`config.mk`:
```
export PLATFORM = sky130hd
export DESIGN_NAME = axi_stream_remove_header
export DESIGN_NICKNAME = d
export VERILOG_FILES = /design/src/rtl/axi_stream_remove_header.sv
export SDC_FILE = /design/constraint.sdc
export NUM_CORES = 1
export LEC_CHECK = 0
export ABC_AREA = 1
export ABC_CLOCK_PERIOD_IN_PS = 6800
export BUFFER_PORTS_ARGS = -buffer_cell sky130_fd_sc_hd__clkbuf_2
export CAP_MARGIN = 20
export CORE_MARGIN = 2
export CORE_UTILIZATION = 60
export DETAILED_ROUTE_END_ITERATION = 16
export PLACE_DENSITY = 0.84
export SLEW_MARGIN = 0
export SYNTH_ARGS = -nofsm -noshare
export SYNTH_HDL_FRONTEND = slang
export SYNTH_SLANG_ARGS = --single-unit
```
`constraint.sdc`:
```
create_clock -name clk -period 6.8 [get_ports clk]
set_clock_uncertainty 0.1 [all_clocks]
set_input_delay 1.36 -clock clk [delete_from_list [all_inputs] [get_ports clk]]
set_output_delay 1.36 -clock clk [all_outputs]
set_load 0.01 [all_outputs]
```
`src/rtl/axi_stream_remove_header.sv`:
```
// rtl/axi_stream_remove_header.sv - strips a per-packet byte count from the head of an AXI-Stream packet and realigns the payload
module axi_stream_remove_header #(
    parameter int DATA_WD      = 32,
    parameter int DATA_BYTE_WD = DATA_WD / 8,
    parameter int DATA_CNT_WD  = $clog2(DATA_BYTE_WD)
) (
    input  logic                    clk,
    input  logic                    rst,
    input  logic                    valid_in,
    input  logic [DATA_WD-1:0]      data_in,
    input  logic [DATA_BYTE_WD-1:0] keep_in,
    input  logic                    last_in,
    output logic                    ready_in,
    output logic                    valid_out,
    output logic [DATA_WD-1:0]      data_out,
    output logic [DATA_BYTE_WD-1:0] keep_out,
    output logic                    last_out,
    input  logic                    ready_out,
    input  logic                    valid_strip,
    input  logic [DATA_CNT_WD:0]    strip_len,
    output logic                    ready_strip,
    output logic                    short_pkt
);
    localparam int CW = DATA_CNT_WD + 1;
    localparam logic [CW-1:0] B_CNT  = CW'(DATA_BYTE_WD);
    localparam logic [CW:0]   B_WIDE = (CW + 1)'(DATA_BYTE_WD);

    typedef enum logic [1:0] {IDLE, FIRST, MERGE, FLUSH} state_t;

    state_t                  state_q, state_d;
    logic [CW-1:0]           s_q, s_d;
    logic [CW-1:0]           r_q, r_d;
    logic [DATA_WD-1:0]      res_q, res_d;
    logic                    valid_out_q, valid_out_d;
    logic [DATA_WD-1:0]      data_out_q, data_out_d;
    logic [DATA_BYTE_WD-1:0] keep_out_q, keep_out_d;
    logic                    last_out_q, last_out_d;
    logic                    short_pkt_q, short_pkt_d;

    logic [DATA_WD-1:0]      din_m;
    logic [CW-1:0]           n_in;
    logic [CW:0]             sum;
    logic                    out_free;

    function automatic logic [DATA_BYTE_WD-1:0] msb_mask(input logic [CW:0] c);
        logic [DATA_BYTE_WD-1:0] m;
        m = '0;
        for (int i = 0; i < DATA_BYTE_WD; i++) begin
            m[DATA_BYTE_WD-1-i] = (i < int'(c));
        end
        return m;
    endfunction

    // Invalid lanes are zeroed up front so they can never leak into data_out.
    always_comb begin
        din_m = '0;
        n_in  = '0;
        for (int i = 0; i < DATA_BYTE_WD; i++) begin
            din_m[8*i +: 8] = data_in[8*i +: 8] & {8{keep_in[i]}};
            n_in            = n_in + CW'(keep_in[i]);
        end
    end

    assign sum         = {1'b0, r_q} + {1'b0, n_in};
    assign out_free    = !valid_out_q || ready_out;
    assign ready_strip = (state_q == IDLE) && !rst;

    always_comb begin
        ready_in = 1'b0;
        case (state_q)
            FIRST:   ready_in = 1'b1;
            MERGE:   ready_in = out_free;
            default: ready_in = 1'b0;
        endcase
    end

    always_comb begin
        state_d     = state_q;
        s_d         = s_q;
        r_d         = r_q;
        res_d       = res_q;
        valid_out_d = valid_out_q && !ready_out;
        data_out_d  = data_out_q;
        keep_out_d  = keep_out_q;
        last_out_d  = last_out_q;
        short_pkt_d = 1'b0;
        case (state_q)
            IDLE: begin
                if (valid_strip) begin
                    s_d     = (strip_len > B_WIDE) ? B_CNT : strip_len[CW-1:0];
                    state_d = FIRST;
                end
            end
            FIRST: begin
                if (valid_in) begin
                    if (last_in && n_in <= s_q) begin
                        short_pkt_d = 1'b1;
                        r_d         = '0;
                        res_d       = '0;
                        state_d     = IDLE;
                    end else begin
                        r_d     = n_in - s_q;
                        res_d   = din_m << {s_q, 3'b000};
                        state_d = last_in ? FLUSH : MERGE;
                    end
                end
            end
            MERGE: begin
                if (valid_in && out_free) begin
                    valid_out_d = 1'b1;
                    data_out_d  = res_q | (din_m >> {r_q, 3'b000});
                    if (last_in && sum <= B_WIDE) begin
                        keep_out_d = msb_mask(sum);
                        last_out_d = 1'b1;
                        r_d        = '0;
                        res_d      = '0;
                        state_d    = IDLE;
                    end else begin
                        keep_out_d = '1;
                        last_out_d = 1'b0;
                        r_d        = CW'(sum - B_WIDE);
                        res_d      = din_m << {B_CNT - r_q, 3'b000};
                        state_d    = last_in ? FLUSH : MERGE;
                    end
                end
            end
            FLUSH: begin
                if (out_free) begin
                    valid_out_d = 1'b1;
                    data_out_d  = res_q;
                    keep_out_d  = msb_mask({1'b0, r_q});
                    last_out_d  = 1'b1;
                    r_d         = '0;
                    res_d       = '0;
                    state_d     = IDLE;
                end
            end
            default: state_d = IDLE;
        endcase
    end

    always_ff @(posedge clk) begin
        if (rst) begin
            state_q     <= IDLE;
            s_q         <= '0;
            r_q         <= '0;
            res_q       <= '0;
            valid_out_q <= 1'b0;
            data_out_q  <= '0;
            keep_out_q  <= '0;
            last_out_q  <= 1'b0;
            short_pkt_q <= 1'b0;
        end else begin
            state_q     <= state_d;
            s_q         <= s_d;
            r_q         <= r_d;
            res_q       <= res_d;
            valid_out_q <= valid_out_d;
            data_out_q  <= data_out_d;
            keep_out_q  <= keep_out_d;
            last_out_q  <= last_out_d;
            short_pkt_q <= short_pkt_d;
        end
    end

    assign valid_out = valid_out_q;
    assign data_out  = data_out_q;
    assign keep_out  = keep_out_q;
    assign last_out  = last_out_q;
    assign short_pkt = short_pkt_q;
endmodule

```
==> results.yml <==
run_status:
  status: "complete, no violations"
clocking:
  htree_num_levels: 3
  cts_hold_buf: 0
  clock-sinks: 79
  cts_resized: 0
  cts_buffers: 9
  tritoncts: "yes"
  clockRootBuffer: "clkbuf_8"
  cts.clk_slew.worst_paths_ns: 0.09
  cts_max_path_buffers: 2
  clock_latency_ns: 0.37
  postCtsSetupBuffers: 0
finish:
  stdcell_count: 1022
  nFillCells: 870
  diodes: 0
  layout.nets: 967
  fin_area_um2: 6006
  drive_above_1_share_pct: 13.72
  syn_to_final_growth_pct: 8.794
  fin_util_pct: 66.25
timing:
  hold_slack_ns: 0.3838
  hold_viol: 0
  relSlewSlack_pct: 35.99
  setup_viol: 0
  fin_ws_ns: 2.650
  finalSetupTns_ns: 0
  min_period_ns: 4.150
  rsz0062_at_grt: "false"
  clock.fmax_mhz: 240.9
  drv_slew: 0
  post-route-period-util_pct: 61.04
  tightest_slew_ns: 0.9588
setup_path:
  worstReg2RegStart: "state_q[0]"
  critPathLaunchType: "input pin"
  reg2regPathDepth: 11
  r2r_slack_ns: 3.66
  timing.rr.end: "res_q[21]"
  crit_fanout: 36
  startpoint: "keep_in[1]"
  critPathArrivalTime_ns: 4.31
  endpoint: "r_q[2]"
  critical_path_class: "in -> reg"
  endpoint_kind: "register"
  required_ns: 6.96
yosys:
  synthesis.area_um2: 5520
  ys_warn_count: 0
  synth.area.top_cells: "dfxtp_1 29%, o21ai_0 12%, nand2_1 11%"
  ys_seq_elements: 79
  synth_nets: 930
  synth_seq_area_share_pct: 28.65
  synth-async-reset-ratio_pct: 0
  ys.flop_type: "dfxtp_1"
  netlist.top_cell.by_area: "dfxtp_1"
  synth.avg_cell_area_um2: 6.352
  netlist.area_leader.share_pct: 28.65
  netlist_instances: 869
  synth_cell_type_count: 37
  synth_edf_count: 0
global_route:
  grt_use_total_pct: 36.43
  grt_pass1_wl_um: 28790
  grt_start_max_net_pins: 69
  grt_overflow: 0
  grt_pass1_vias: 5717
  antenna_found_initial: 0
place:
  port-buffer-count: 85
  post-dp-hpwl_um: 12230
  placed_area_um2: 5758
  place_ws_ns: 2.304
  dp_cells: 1005
  finalWeightedCongestion: 0.9827
routing:
  drt-pass1-iter-count: 7
  viasPerCell: 6.188
  drt_iter0_drc: 645
  wl_per_cell_um: 17.38
  via_count: 6324
  routed_wl_um: 17760
  drtAntennaViolNets: 0
  drc: 0
power_and_ir_drop:
  power_frac_seq_pct: 33.8
  ir_drop_mv: 0.1987
  swShare_pct: 43.83
  cellInternalPower_mw: 0.9356
  p_sw_mw: 0.7300
  p_total_mw: 1.666
  p_leak_nw: 2.937
  power_frac_comb_pct: 42.0
  p_clk_share_pct: 24.2
  power_density_nw_per_um2: 277.3
min_path:
  hold_class: "reg -> reg"
floorplan:
  core_um2: 9065
  ios: 86
  initial_core_util_pct: 60.90
  die_w_um: 99.92
  die_y_um: 99.92
  dieArea_um2: 9984
  rows: 35
job:
  drv_cap: 0
[critical path, stage by stage]
cell and delay [ns]:
clkbuf_2 0.22, inv_1 0.09, fa_1 0.51, inv_1 0.04, ha_1 0.19, ha_1 0.35
fa_1 0.54, nor2_1 0.12, inv_1 0.07, a21oi_2 0.19, nand2_4 0.27, nand2_1 0.17
nor2_1 0.05, nor2_1 0.10, nor2_1 0.04
[Yosys cell counts, types with 5 or more instances]
cell type / instances
nor3_1: 5
inv_1: 82
a21oi_1: 117
nand2_1: 162
o21ai_0: 127
a31oi_1: 14
buf_6: 8
o22ai_1: 8
ha_1: 13
nand3_1: 56
inv_2: 5
dfxtp_1: 79
clkbuf_1: 20
nand4_1: 18
nor2_1: 68
o211ai_1: 19
o21ai_1: 5
buf_4: 8
buf_2: 25
[flip-flops by register name, summed over array words and instances, names as in the netlist]
| register | cells |
|---|---|
| res_q | 32 |
| state_q | 2 |
| s_q | 3 |
| short_pkt | 1 |
| keep_out | 4 |
| data_out | 32 |
| r_q | 3 |
| last_out | 1 |
| valid_out | 1 |
[how the worst min path moves through the flow]
stage / start / cells past startpoint / slack (ns) / end
2_1_floorplan: res_q[0] / 2 / 0.36 / data_out[0]
3_3_place_gp: res_q[4] / 2 / 0.37 / data_out[4]
3_5_place_dp: res_q[4] / 2 / 0.37 / data_out[4]
4_1_cts: res_q[4] / 2 / 0.38 / data_out[4]
5_1_grt: res_q[3] / 2 / 0.41 / data_out[3]
6_report: res_q[4] / 2 / 0.38 / data_out[4]
[power groups by stage]
stage	logic [mW]	clock network [mW]	registers, mW
global placement	0.659	0	0.570
CTS	0.669	0.403	0.561
floorplan	0.516	0	0.563
global route	0.762	0.421	0.570
finish	0.699	0.403	0.563
detailed placement	0.662	0	0.571
[routing by layer]
layer,up-vias,routed length (µm),global-route usage (%)
met5,-,0,0
met4,0,1130,22.23
met3,84,1549,5.362
met2,376,8196,58.68
met1,2856,6886,46.14
li1,3008,-,-
[cell type report]
cell class | count | area [µm²] | area share, %
Multi-Input combinational cell | 637 | 3246 | 54.04
Sequential cell | 79 | 1582 | 26.33
Timing Repair Buffer | 90 | 483.0 | 8.042
Inverter | 89 | 336.6 | 5.604
Tap cell | 111 | 138.9 | 2.312
Clock buffer | 10 | 127.6 | 2.125
Clock inverter | 6 | 92.59 | 1.542
[placed cells by master (no fill, tap or decap), drive strengths merged, types with 3 or more instances in the layout]
cell,synthesis,routed
nand2,168,168
clkbuf,20,95
nor3,5,5
a31oi,14,14
nand4,18,18
dfxtp,79,79
fa,3,3
nand3,56,56
buf,44,5
ha,13,13
o21ai,132,132
nor2,73,73
o211ai,19,19
inv,88,90
o22ai,8,8
a21oi,118,118
[kinds of logic after synthesis]
kind of cell	count (synthesis)	share of synthesized area (%)
and+or+nand+nor	324	25.66
AOI/OAI and AO/OA	295	28.35
buffers and inverters	153	12.65
DFF	79	28.65
adders and majority gates	16	4.035
xor gates and xnor gates	2	0.6574
(Power assumes the default switching activity.)
